<file path="src/rtl/mixer_dsp_pkg.sv">
// rtl/mixer_dsp_pkg.sv - shared types and helpers for the mixer DSP blocks
package mixer_dsp_pkg;

    localparam int PCM_W = 24;

    typedef enum logic {
        CLEAR = 1'b0,
        RUN   = 1'b1
    } filt_state_t;

    // Window exponents above the history depth collapse onto the full history.
    function automatic int clamp_log2(input int win, input int max_log2);
        return (win > max_log2) ? max_log2 : win;
    endfunction

endpackage

</file>
<file path="src/rtl/sample_history_ring.sv">
// rtl/sample_history_ring.sv - sample history storage, one write port, one async read port
module sample_history_ring
    import mixer_dsp_pkg::*;
#(
    parameter int DATA_W     = PCM_W,
    parameter int LOG2_DEPTH = 4
) (
    input  logic                  clk,
    input  logic                  wr_en,
    input  logic [LOG2_DEPTH-1:0] wr_addr,
    input  logic [DATA_W-1:0]     wr_data,
    input  logic [LOG2_DEPTH-1:0] rd_addr,
    output logic [DATA_W-1:0]     rd_data
);

    localparam int DEPTH = 1 << LOG2_DEPTH;

    // Storage is deliberately unreset; the owner flushes it with a write sweep.
    logic [DATA_W-1:0] mem [DEPTH];

    always_ff @(posedge clk) begin
        if (wr_en) begin
            mem[wr_addr] <= wr_data;
        end
    end

    assign rd_data = mem[rd_addr];

endmodule

</file>
<file path="src/rtl/moving_average_filter.sv">
// rtl/moving_average_filter.sv - run-time windowed boxcar filter on signed PCM samples
module moving_average_filter
    import mixer_dsp_pkg::*;
#(
    parameter int DATA_W        = PCM_W,
    parameter int LOG2_MAX_TAPS = 4,
    parameter int WIN_W         = 3
) (
    input  logic              clk,
    input  logic              reset,
    input  logic [DATA_W-1:0] in_data,
    input  logic              in_valid,
    output logic              in_ready,
    input  logic              on,
    input  logic [WIN_W-1:0]  win_log2,
    input  logic              clear,
    output logic [DATA_W-1:0] out_data,
    output logic              out_valid
);

    localparam int MAX_TAPS = 1 << LOG2_MAX_TAPS;
    localparam int SUM_W    = DATA_W + LOG2_MAX_TAPS;

    filt_state_t state, state_next;

    logic [LOG2_MAX_TAPS-1:0] wr_ptr;
    logic [LOG2_MAX_TAPS-1:0] clr_ptr;
    logic [LOG2_MAX_TAPS-1:0] rd_addr;
    logic [WIN_W-1:0]         win_reg;
    logic [WIN_W-1:0]         win_clamped;

    logic signed [SUM_W-1:0]  sum;
    logic signed [SUM_W-1:0]  sum_next;
    logic signed [SUM_W-1:0]  x_ext;
    logic signed [SUM_W-1:0]  x_old_ext;
    logic [DATA_W-1:0]        x_old;
    logic [DATA_W-1:0]        avg;

    logic                     accept;
    logic                     clear_done;

    logic                     ring_we;
    logic [LOG2_MAX_TAPS-1:0] ring_addr;
    logic [DATA_W-1:0]        ring_wdata;

    assign win_clamped = WIN_W'(clamp_log2(int'(win_log2), LOG2_MAX_TAPS));

    assign in_ready   = (state == RUN);
    assign accept     = in_valid && in_ready;
    assign clear_done = (state == CLEAR) && (clr_ptr == LOG2_MAX_TAPS'(MAX_TAPS - 1));

    // The sample leaving the window sits 2**win_reg slots behind the write
    // pointer; a full-depth window wraps onto wr_ptr itself (oldest entry).
    assign rd_addr = wr_ptr - LOG2_MAX_TAPS'(32'd1 << win_reg);

    assign x_ext     = SUM_W'($signed(in_data));
    assign x_old_ext = SUM_W'($signed(x_old));
    assign sum_next  = sum + x_ext - x_old_ext;
    assign avg       = DATA_W'(sum_next >>> win_reg);

    sample_history_ring #(
        .DATA_W     (DATA_W),
        .LOG2_DEPTH (LOG2_MAX_TAPS)
    ) u_history (
        .clk     (clk),
        .wr_en   (ring_we),
        .wr_addr (ring_addr),
        .wr_data (ring_wdata),
        .rd_addr (rd_addr),
        .rd_data (x_old)
    );

    always_comb begin
        ring_we    = 1'b0;
        ring_addr  = wr_ptr;
        ring_wdata = in_data;
        if (state == CLEAR) begin
            ring_we    = 1'b1;
            ring_addr  = clr_ptr;
            ring_wdata = '0;
        end else if (accept) begin
            ring_we = 1'b1;
        end
    end

    always_comb begin
        state_next = state;
        if (state == CLEAR) begin
            if (clear_done) begin
                state_next = RUN;
            end
        end else if (clear || (win_clamped != win_reg)) begin
            state_next = CLEAR;
        end
    end

    always_ff @(posedge clk or posedge reset) begin
        if (reset) begin
            state     <= CLEAR;
            sum       <= '0;
            wr_ptr    <= '0;
            clr_ptr   <= '0;
            win_reg   <= '0;
            out_valid <= 1'b0;
            out_data  <= '0;
        end else begin
            state     <= state_next;
            out_valid <= accept;
            out_data  <= accept ? (on ? avg : in_data) : '0;

            // History and sum track every accepted sample, bypassed or not.
            if (state == CLEAR) begin
                clr_ptr <= clr_ptr + 1'b1;
                if (clear_done) begin
                    sum    <= '0;
                    wr_ptr <= '0;
                end
            end else if (accept) begin
                sum    <= sum_next;
                wr_ptr <= wr_ptr + 1'b1;
            end

            if ((state == RUN) && (state_next == CLEAR)) begin
                win_reg <= win_clamped;
            end
        end
    end

endmodule
</file>
<file path="config.mk">
export PLATFORM = sky130hd
export DESIGN_NAME = moving_average_filter
export DESIGN_NICKNAME = d
export VERILOG_FILES = /design/src/rtl/mixer_dsp_pkg.sv /design/src/rtl/sample_history_ring.sv /design/src/rtl/moving_average_filter.sv
export SDC_FILE = /design/constraint.sdc
export NUM_CORES = 1
export LEC_CHECK = 0
export CAP_MARGIN = 15
export CELL_PAD_IN_SITES_DETAIL_PLACEMENT = 1
export CELL_PAD_IN_SITES_GLOBAL_PLACEMENT = 2
export CORE_UTILIZATION = 51
export CTS_CLUSTER_SIZE = 28
export DETAILED_ROUTE_END_ITERATION = 10
export DONT_BUFFER_PORTS = 1
export GPL_ROUTABILITY_DRIVEN = 1
export HOLD_SLACK_MARGIN = 0.08
export PLACE_DENSITY_LB_ADDON = 0.15
export SYNTH_ARGS = -nofsm -noshare
export SYNTH_HDL_FRONTEND = slang
export SYNTH_SLANG_ARGS = --single-unit
</file>
<file path="constraint.sdc">
create_clock -name clk -period 11 [get_ports clk]
set_input_delay 1.1 -clock clk [delete_from_list [all_inputs] [get_ports clk]]
set_output_delay 1.1 -clock clk [all_outputs]
set_load 0.02 [all_outputs]
</file>
==> flow_summary.toml <==
[timing]
finalSetupViolations = 0
hold_viol_final = 0
slew_headroom_pct = 27.8
setup_slack_ps = 2920
rsz0062_at_grt = "false"
clock_skew_ps = 38.8
drv_slew = 0
fmax_mhz = 124
post-route-min-period_ps = 8080
worst_pin_slew_ps = 1080
fin_crit_sh_pct = 73.4
final.setup.tns_ps = 0

[global_route]
grt_pass1_vias = 12600
grt_pass1_wl_mm = 83.1
antenna_found_initial = 3
grt_max_degree = 66
grt_usage_pct = 28.0
grt_overflow = 0

[clock_network]
clk_pin_slew_ps = 60
cts_tree = "yes"
numCtsBuffers = 47
clock-sinks = 449
clockBufferDepth = 3
post_cts_buffers = 0
cts_hold_buf = 0
cts-root-buf = "clkbuf_16"
clk_latency_ps = 600
ctsHtreeMaxLevel = 2
cts_resized = 0

[die]
coreArea_um2 = 40000
initial_core_util_pct = 52.0
num_rows = 73
die_area_um2 = 41600
die_w_um = 204
ios = 58
die_h_um = 204

[detailed_routing]
routed_via_density = 6.29
wl_met3_mm = 2.80
drt-total-wl_mm = 56.6
drt.antenna.violating_nets = 0
met1Wirelength_mm = 25.4
top_layer = "met4"
drc_errors = 0
firstDrtPassIters = 5
drtIter0Drc = 971
wl_per_cell_um = 29.6
wl_met2_mm = 26.6
vias = 12000

[layout]
biggestRegsByFlops = "u_history.mem: 384 flops, sum: 28 flops, out_data: 24 flops"
regMostFlops = "u_history.mem"
syn2layout_area_growth_pct = 10.2
nFillCells = 3659
layout_common_cells = "384 x edfxtp_1, 100 x mux4_2, 76 x nand2_1"
regArea_um2 = 13200
n_antenna_cell = 0
multiInputGateArea_um2 = 7330
drive_gt1_share_pct = 18.7
mostFrequentLayoutCell = "edfxtp_1"
largest_reg_flops = 384
nets = 1445
fin_util_pct = 57.3

[logic_synthesis]
yosys_warnings = 0
syn_avg_cell_area_um2 = 15.4
ys_ff_latch = 449
ys_seq_area_share_pct = 63.3
syn_nets = 1442
postSynthCellCount = 1348
ys_async_sr_fraction_pct = 14.5
synth_area_um2 = 20800
ys_types = 69
synth_edf_count = 384
synth-main-ff-cell = "edfxtp_1"

[run]
max-cap-violations = 0

[hold_path]
hp-class = "reg -> reg"
whs_endpoint = "sum[25]$_DFFE_PP0P_"
hold_depth = 2
min-delay-start = "sum[25]$_DFFE_PP0P_"

[status]
status = "finished clean"

[worst_setup_path]
critical-path-max-stage-delay_ps = 1250
cp_cell_sequence = "buf_4, clkinv_1, nor2_1, nand2_1, fa_4, buf_4, mux4_2, mux2_2, a21oi_1, fa_1, ha_1, a211oi_1, o21ai_1, a221oi_4, o21bai_1, xor2_1, a2111oi_0, a221oi_1, a21oi_1, a21oi_1"
cp-start-kind = "flip-flop"
critPathKind = "reg -> reg"
reg2reg_depth = 20
end_kind = "flip-flop"
cp.arrival_ps = 8590
rrSetupSlack_ps = 2920
r2r_end = "out_data[13]$_DFF_PP0_"
crit_slowest_cell = "fa_4"
crit_top_cell = "a21oi_1"
required_ps = 11510
worstPathMaxFanout = 31
worstReg2RegStart = "win_reg[0]$_DFFE_PP0P_"

[placement]
portBuffers = 0
place_congestion = 0.897
hpwl_mm = 35.3
place_worst_setup_slack_ps = 2960
-- worst max-delay path, delay by kind of cell (launching register included) --
kind / cells / cell delay [ps]
AOI/OAI and AO/OA: 9 / 2550
DFF: 1 / 490
xor gates and xnor gates: 1 / 440
adders and majority gates: 3 / 2100
muxes: 2 / 670
buffers and inverters: 3 / 1250
and+or+nand+nor: 2 / 480
-- cell type report --
| class | count | area share (%) |
|---|---|---|
| flip-flops and latches | 449 | 57.4 |
| multi-input cells | 793 | 32.0 |
| inverters | 32 | 0.524 |
| clock buffers | 63 | 5.62 |
| clock inverters | 22 | 0.720 |
| well taps | 525 | 2.87 |
| repair buffers | 28 | 0.917 |
-- stage by stage --
step	cells	cell area [um^2]	hold slack [ps]
2_1_floorplan	1348	20800	469
3_3_place_gp	1827	21500	493
3_5_place_dp	1827	21500	512
4_1_cts	1912	22900	528
5_1_grt	1912	22900	563
6_report	1912	22900	519
-- worst max path at each step --
stage,startpoint,endpoint,slack [ps],depth (start not counted)
floorplan,win_reg[0]$_DFFE_PP0P_,out_data[12]$_DFF_PP0_,4520,23
global placement,win_reg[0]$_DFFE_PP0P_,out_data[12]$_DFF_PP0_,3000,20
detailed placement,win_reg[0]$_DFFE_PP0P_,out_data[12]$_DFF_PP0_,2960,20
CTS,win_reg[0]$_DFFE_PP0P_,out_data[12]$_DFF_PP0_,2950,20
global route,win_reg[0]$_DFFE_PP0P_,out_data[13]$_DFF_PP0_,2440,20
finish,win_reg[0]$_DFFE_PP0P_,out_data[13]$_DFF_PP0_,2920,20
-- cells by family (layout without fill, tap and decap cells) --
kind of cell | count (synthesis) | after routing | share of synthesized area, %
buffers and inverters | 106 | 145 | 1.94
DFF | 449 | 449 | 63.3
xor gates and xnor gates | 35 | 35 | 1.47
adders and majority gates | 62 | 62 | 4.74
AOI/OAI and AO/OA | 224 | 224 | 7.16
muxes | 172 | 172 | 14.5
and+or+nand+nor | 300 | 300 | 6.91
-- per-layer routing --
metal / vias up / GRT usage (%)
met5: - / 0
met4: 0 / 10.7
met3: 103 / 3.97
met2: 354 / 43.7
met1: 6326 / 40.2
li1: 5251 / -
-- cell usage after synthesis (8+ instances only) --
cell / instances / area (um^2)
nand3_1: 37 / 185
a211oi_1: 10 / 75.1
mux2_2: 29 / 327
nand2b_1: 12 / 75.1
mux4_2: 100 / 2250
xor2_1: 19 / 166
clkbuf_1: 56 / 210
ha_1: 34 / 425
edfxtp_1: 384 / 11500
a31oi_1: 10 / 62.6
buf_1: 14 / 52.6
a21oi_1: 70 / 350
nor3_1: 11 / 55.1
inv_1: 31 / 116
nor2_1: 88 / 330
and2_1: 25 / 156
nand2_1: 77 / 289
nor2b_1: 8 / 50.1
dfrtp_1: 65 / 1630
o21ai_0: 54 / 270
fa_1: 28 / 561
a21o_1: 12 / 90.1
mux2i_1: 42 / 420
xnor2_1: 16 / 140
Power is not shown: default switching activity piles up to over one toggle a cycle in this logic, so the estimate is an artifact.
